$ cat src/rtl/mvau_weight_loader.sv
// MVAU weight loader: packs a narrow weight stream into memory words.
// Optional s_wlast checking is enabled by defining MVAU_WLOAD_TLAST_CHK_EN.
module mvau_weight_loader #(
  parameter int PE           = 2,
  parameter int SIMD         = 2,
  parameter int TW           = 4,
  parameter int IN_BW        = 8,
  parameter int WMEM_DEPTH   = 4,
  parameter int WMEM_ADDR_BW = 2
) (
  input  logic                      aclk,
  input  logic                      aresetn,
  input  logic                      start,
  input  logic [IN_BW-1:0]          s_wdata,
  input  logic                      s_wvalid,
  output logic                      s_wready,
  input  logic                      s_wlast,
  output logic [PE*SIMD*TW-1:0]     wmem_wdata,
  output logic [WMEM_ADDR_BW-1:0]   wmem_waddr,
  output logic                      wmem_we,
  output logic                      load_busy,
  output logic                      load_done,
  output logic                      err_last
);

  localparam int WORD_BW = PE * SIMD * TW;
  localparam int BEATS   = WORD_BW / IN_BW;
  localparam int BCW     = (BEATS > 1) ? $clog2(BEATS) : 1;

  typedef enum logic [1:0] {
    S_IDLE,
    S_LOAD,
    S_DONE
  } state_t;

  state_t r_state;
  state_t w_next;

  logic [BCW-1:0]          r_beat;
  logic [WMEM_ADDR_BW-1:0] r_word;
  logic [WORD_BW-1:0]      r_pack;
  logic [WORD_BW-1:0]      r_wdata;
  logic [WMEM_ADDR_BW-1:0] r_waddr;
  logic                    r_we;
  logic                    r_done;
  logic                    r_err;

  logic [WORD_BW-1:0]      w_word;
  logic                    w_acc;
  logic                    w_last_beat;
  logic                    w_last_word;
  logic                    w_start_ok;

  assign w_acc       = s_wvalid && (r_state == S_LOAD);
  assign w_last_beat = (r_beat == BCW'(BEATS - 1));
  assign w_last_word = (r_word == WMEM_ADDR_BW'(WMEM_DEPTH - 1));

  always_ff @(posedge aclk) begin
    if (!aresetn) r_state <= S_IDLE;
    else          r_state <= w_next;
  end

  always_comb begin
    w_next     = r_state;
    s_wready   = 1'b0;
    load_busy  = 1'b0;
    w_start_ok = 1'b0;
    unique case (r_state)
      S_IDLE, S_DONE: begin
        if (start) begin
          w_next     = S_LOAD;
          w_start_ok = 1'b1;
        end
      end
      S_LOAD: begin
        s_wready  = 1'b1;
        load_busy = 1'b1;
        if (w_acc && w_last_beat && w_last_word)
          w_next = S_DONE;
      end
      default: w_next = S_IDLE;
    endcase
  end

  // Beat k of a word lands at bits [k*IN_BW +: IN_BW].
  always_comb begin
    w_word = r_pack;
    for (int k = 0; k < BEATS; k++) begin
      if (r_beat == BCW'(k))
        w_word[k*IN_BW +: IN_BW] = s_wdata;
    end
  end

  always_ff @(posedge aclk) begin
    if (!aresetn) begin
      r_beat  <= '0;
      r_word  <= '0;
      r_pack  <= '0;
      r_wdata <= '0;
      r_waddr <= '0;
      r_we    <= 1'b0;
      r_done  <= 1'b0;
    end else begin
      r_we <= 1'b0;
      if (w_start_ok) begin
        r_beat <= '0;
        r_word <= '0;
        r_done <= 1'b0;
      end
      if (w_acc) begin
        r_pack <= w_word;
        if (w_last_beat) begin
          r_beat  <= '0;
          r_we    <= 1'b1;
          r_wdata <= w_word;
          r_waddr <= r_word;
          if (w_last_word) begin
            r_word <= '0;
            r_done <= 1'b1;
          end else begin
            r_word <= r_word + 1'b1;
          end
        end else begin
          r_beat <= r_beat + 1'b1;
        end
      end
    end
  end

`ifdef MVAU_WLOAD_TLAST_CHK_EN
  always_ff @(posedge aclk) begin
    if (!aresetn)
      r_err <= 1'b0;
    else if (w_start_ok)
      r_err <= 1'b0;
    else if (w_acc && (s_wlast != (w_last_beat && w_last_word)))
      r_err <= 1'b1;
  end
`else
  logic w_unused_last;
  assign w_unused_last = s_wlast;
  assign r_err         = 1'b0;
`endif

  assign wmem_wdata = r_wdata;
  assign wmem_waddr = r_waddr;
  assign wmem_we    = r_we;
  assign load_done  = r_done;
  assign err_last   = r_err;

endmodule
$ cat config.mk
export PLATFORM = sky130hd
export DESIGN_NAME = mvau_weight_loader
export DESIGN_NICKNAME = d
export VERILOG_FILES = /design/src/rtl/mvau_weight_loader.sv
export SDC_FILE = /design/constraint.sdc
export NUM_CORES = 1
export LEC_CHECK = 0
export BUFFER_PORTS_ARGS = -buffer_cell sky130_fd_sc_hd__buf_2
export CORE_UTILIZATION = 39
export CTS_BUF_LIST = sky130_fd_sc_hd__clkbuf_4 sky130_fd_sc_hd__clkbuf_8
export CTS_CLUSTER_SIZE = 10
export DETAILED_ROUTE_END_ITERATION = 10
export PLACE_DENSITY = 0.63
export SLEW_MARGIN = 25
export SYNTH_ARGS = -nofsm -noshare
export SYNTH_HDL_FRONTEND = slang
export SYNTH_SLANG_ARGS = --single-unit
export TNS_END_PERCENT = 100
$ cat constraint.sdc
create_clock -name aclk -period 1.4 [get_ports aclk]
set_clock_uncertainty 0.1 [all_clocks]
set_input_delay 0.28 -clock aclk [delete_from_list [all_inputs] [get_ports aclk]]
set_output_delay 0.28 -clock aclk [all_outputs]
set_load 0.05 [all_outputs]
# After elaboration in Yosys (flattened, before gate mapping)
# Cells that the tools add are included.
dict set report totals {
  mem_count 0
  latch_bits 0
  out_inout_bits 23
  regBits 41
  rom_bits 0
  ramBits 0
}
dict set report classes {
  bitwise_logic 0
  n_eq_ne 5
  n_addsub 2
  n_shift 0
  div_mod_pow 0
  multipliers 0
  reduce_logical 9
  muxes 20
  order_cmp 0
}
# op n
set op_table {}
lappend op_table {{8-bit two-way mux} 2}
lappend op_table {{2-bit two-way mux} 6}
lappend op_table {{1-bit two-way mux} 11}
lappend op_table {{2-bit AND reduction} 3}
lappend op_table {{2-bit == test (second input constant)} 2}
lappend op_table {{2-bit one-hot mux with 2 select lines} 1}
lappend op_table {{1-bit logical AND} 3}
lappend op_table {{2-bit by 1-bit adder with 2-bit output (second input constant)} 1}
lappend op_table {{2-bit by 1-bit == test with 1-bit output (second input constant)} 1}
lappend op_table {{2-bit zero test} 1}
lappend op_table {{2-bit by 1-bit != test with 1-bit output (second input constant)} 1}
lappend op_table {{2-bit != test (second input constant)} 1}
lappend op_table {{2-bit nonzero test} 1}
lappend op_table {{2-bit OR reduction} 1}
lappend op_table {{1-bit adder (second input constant)} 1}

# Logic depth before layout (Yosys ltp)
dict set report logic_depth {
  word_depth 7
  ltp_mapped 6
}

# Worst setup path before layout
# Ideal clock, no wire load.
dict set report synth_timing {
  kind {reg-to-output}
  startpoint {reg r_state[0]}
  endpoint {out s_wready}
  arrival_ns 1.519
  path_stages_with_launch 3
  slack_ns -0.499
  required_time_ns 1.020
  cell_sequence {dfxtp_1 -> nor2b_1 -> buf_4}
}
dict set report synth_between {
  elab_chain_cells 2
}
# element line_no
set synth_rtl {}
lappend synth_rtl {{from (decl)} 36} ;# state_t r_state;
lappend synth_rtl {{from (signal assigned)} 60} ;# else r_state <= w_next;
lappend synth_rtl {{2-bit by 1-bit == test with 1-bit output} n/a}
lappend synth_rtl {{1-bit two-way mux} n/a}
lappend synth_rtl {{to (decl)} 16} ;# output logic s_wready,
# No other way between the ends.

# Worst setup path after layout
dict set report layout_timing {
  startpoint {reg r_state[0]}
  endpoint {out s_wready}
}
dict set report layout_between {
  elab_chain_cells 2
}
# element line_no
set layout_rtl {}
lappend layout_rtl {{2-bit by 1-bit == test with 1-bit output} 68} ;# unique case (r_state)
lappend layout_rtl {{1-bit two-way mux} 68}
# No other way between the ends.

==> flow_summary.json <==
{
  "synth_top_area_share_pct": 54.89,
  "min_path_cells": 2,
  "synth_area_leader_cell": "sky130_fd_sc_hd__dfxtp_1",
  "synth.mux.area_fraction_pct": 0,
  "min_to": "wmem_wdata[11]",
  "yosys-top-cells-area": "sky130_fd_sc_hd__dfxtp_1, sky130_fd_sc_hd__a22o_1, sky130_fd_sc_hd__nand3_1, sky130_fd_sc_hd__o21ai_0, sky130_fd_sc_hd__nand2_1",
  "yosysUniqueCellTypes": 22,
  "floorplan.die.width_um": 57.56,
  "die_area_um2": 3313,
  "irDropWorstVdd_mv": 0.5865,
  "clkSinkCount": 33,
  "flow.area_growth_from_synthesis_pct": 26.51,
  "grt_antenna_before_repair": 0,
  "worst_setup_path_start_kind": "flip-flop",
  "path_common_cell": "sky130_fd_sc_hd__buf_6",
  "internal_power_mw": 1.287,
  "req_time_crit_path_ns": 1.02,
  "wire_length_of_the_first_global_routing_pass_um": 4222,
  "cts.clk_slew.worst_paths_ns": 0.09,
  "instances_no_fill": 190,
  "synth_flop_cell": "sky130_fd_sc_hd__dfxtp_1",
  "global_route.usage.total_pct": 17.37,
  "floorplan.core_area_um2": 2829,
  "min_delay_src": "s_wdata[3]",
  "cp_slowest_cell": "sky130_fd_sc_hd__dfxtp_2",
  "wl_um": 2482,
  "drt_pre_antenna_iters": 7,
  "drc_errors": 2,
  "swShare_pct": 23.98,
  "timing.rr.end": "wmem_wdata[8]",
  "hpwlAfterDp_um": 1695,
  "slack_of_the_critical_path_ns": -0.1142,
  "p_comb_share_pct": 10.0,
  "worstReg2RegStart": "r_state[0]",
  "grt_max_degree": 18,
  "routed_via_count_divided_by_cell_count": 5.153,
  "regToRegSetupSlack_ns": 0.06,
  "floorplan.initialDensity_pct": 42.55,
  "path_class": "reg2out",
  "synth_xor_area_share_pct": 0,
  "ys_seq_elements": 33,
  "top_layer": "met4",
  "master_cell_of_the_clock_root_buffer": "sky130_fd_sc_hd__clkbuf_4",
  "antenna_cells": 0,
  "path_cells": "buf_6, nor2b_4, buf_6",
  "synth_compound_gate_area_share_pct": 18.61,
  "static-leakage-power_nw": 0.7147,
  "number_of_flops_mapped_to_enable_cells_by_yosys": 0,
  "net_count_of_the_finished_layout": 172,
  "setup_viol": 2,
  "worst_r2r_path_depth": 5,
  "wl_met2_um": 1212,
  "drt_iter0_drc": 21,
  "cap_viol_max_count": 0,
  "post_synth_fa_ha_maj_area_fraction_pct": 1.040,
  "dominant_combinational_cell_family_by_area_after_synthesis": "compound AO/OA/AOI/OAI gates",
  "synthesis.nets": 133,
  "wl_per_cell_um": 13.06,
  "route.vias.total": 979,
  "minimum_clock_period_ns": 1.514,
  "syn-mean-instance-area_um2": 10.11,
  "nFillCells": 285,
  "boundaryPins": 36,
  "buffer_ports.inserted": 33,
  "achievable_frequency_mhz": 660.4,
  "clock_power_share_pct": 33.0,
  "die_y_um": 57.56,
  "post-layout-total-power_mw": 1.692,
  "hold_viol_final": 0,
  "tritoncts": "done",
  "hold_path.class": "in2reg",
  "cpPeakStageDelay_ns": 0.35,
  "post-place-cells": 179,
  "place_area_um2": 1396,
  "via_count_of_the_first_global_routing_pass": 880,
  "synth.most_common_cell": "sky130_fd_sc_hd__dfxtp_1",
  "fin_hold_ws_ns": 0.07320,
  "maxSlewViolCount": 0,
  "layout.core_utilization_pct": 53.83,
  "synth.yosys.seq_area_share_pct": 54.89,
  "critical_path.max_fanout": 3,
  "p_seq_share_pct": 56.9,
  "status": "finished, violations left",
  "synth.yosys.warnings": 0,
  "cts_htree_levels": 2,
  "final.setup.tns_ns": -0.2174,
  "tritoncts.num_buffers": 5,
  "yosys.area_share.simple_pct": 17.36,
  "post_synth_instance_area_um2": 1204,
  "end_kind": "output pin",
  "post_synth_inst_count": 119,
  "cts-root-to-sink-buffers": 2,
  "postSynth.asyncResetShare_pct": 0,
  "wl_met1_um": 1099,
  "worstPathArrival_ns": 1.13,
  "period_share_pct": 108.2,
  "finalWeightedCongestion": 0.7626,
  "place_ws_ns": -0.1699,
  "std_cell_rows": 19,
  "grt-ovfl-total": 0,
  "power-per-cell-area_nw_per_um2": 1111,
  "routed-wl-met3_um": 116,
  "failed_checks": "design-rule violations, negative setup slack",
  "worst_skew_pair.late_latency_ns": 0.34,
  "postRouteAntennaNets": 0,
  "rsz_0062_raised_after_global_routing": "yes",
  "fin_area_um2": 1523,
  "switching_power_mw": 0.4059,
  "post_synth_most_frequent_cells": "sky130_fd_sc_hd__dfxtp_1, sky130_fd_sc_hd__a22o_1, sky130_fd_sc_hd__nand3_1, sky130_fd_sc_hd__nand2_1, sky130_fd_sc_hd__o21ai_0",
  "fraction_of_final_layout_cells_sized_beyond_drive_strength_1_pct": 36.48
}
layout make-up:
cell class	count	area [um2]	area share (%)
Sequential cell	33	663.1	43.55
Multi-Input combinational cell	72	461.7	30.32
Timing Repair Buffer	46	299.0	19.64
Clock buffer	8	60.06	3.944
Tap cell	31	38.79	2.547
power groups by stage:
| stage | Clock [mW] | Combinational [mW] | Sequential (mW) |
|---|---|---|---|
| floorplan | 0 | 0.0937 | 0.993 |
| global placement | 0 | 0.137 | 0.983 |
| detailed placement | 0 | 0.141 | 0.984 |
| CTS | 0.584 | 0.157 | 0.963 |
| global route | 0.644 | 0.184 | 0.966 |
| finish | 0.559 | 0.170 | 0.963 |
worst max-delay path, delay by kind of cell, from the launching register on:
kind	cells	cell delay, ns
flip-flops	1	0.35
buffers and inverters	2	0.27
AND/OR/NAND/NOR	1	0.18
cells in the final DEF (no fill, tap or decap), types with 3 or more instances in the layout:
master and count:
sky130_fd_sc_hd__o21ai_0 12, sky130_fd_sc_hd__dfxtp_1 31, sky130_fd_sc_hd__nand3_1 16, sky130_fd_sc_hd__buf_4 10
sky130_fd_sc_hd__nand2_1 13, sky130_fd_sc_hd__clkbuf_4 8, sky130_fd_sc_hd__buf_6 3, sky130_fd_sc_hd__buf_2 31
sky130_fd_sc_hd__a22o_1 17
worst max path at each step:
stage                     startpoint        endpoint  cells after the start
after global routing      r_state[0]        s_wready                      3
after global placement      s_wvalid  wmem_wdata[15]                      4
final                     r_state[0]        s_wready                      3
after CTS                 r_state[0]       load_busy                      3
after detailed placement    s_wvalid   wmem_wdata[8]                      4
after floorplan           r_state[0]        s_wready                      2
layer usage:
layer / vias to the layer above / GRT usage, %
met1: 457 / 20.90
met4: 0 / 8.362
met2: 18 / 26.58
li1: 497 / -
met5: - / 0
met3: 7 / 7.483
what timing repair did:
item,CTS,global route
cloned,0,0
setup endpoints to repair,19,19
hold buffers,0,0
buffers inserted,2,2
pin swaps,0,0
gates resized for setup,8,2
logic make-up after synthesis:
logic type,after synthesis
adders and majority gates,1
and+or+nand+nor,39
other,1
DFF,33
AOI/OAI and AO/OA,31
buffers and inverters,14
registers in the layout, indices dropped and copies added, names as in the netlist:
signal      count
wmem_wdata     16
r_pack          8
r_state         2
r_word          2
wmem_waddr      2
load_done       1
r_beat          1
wmem_we         1
(Power assumes the default switching activity.)
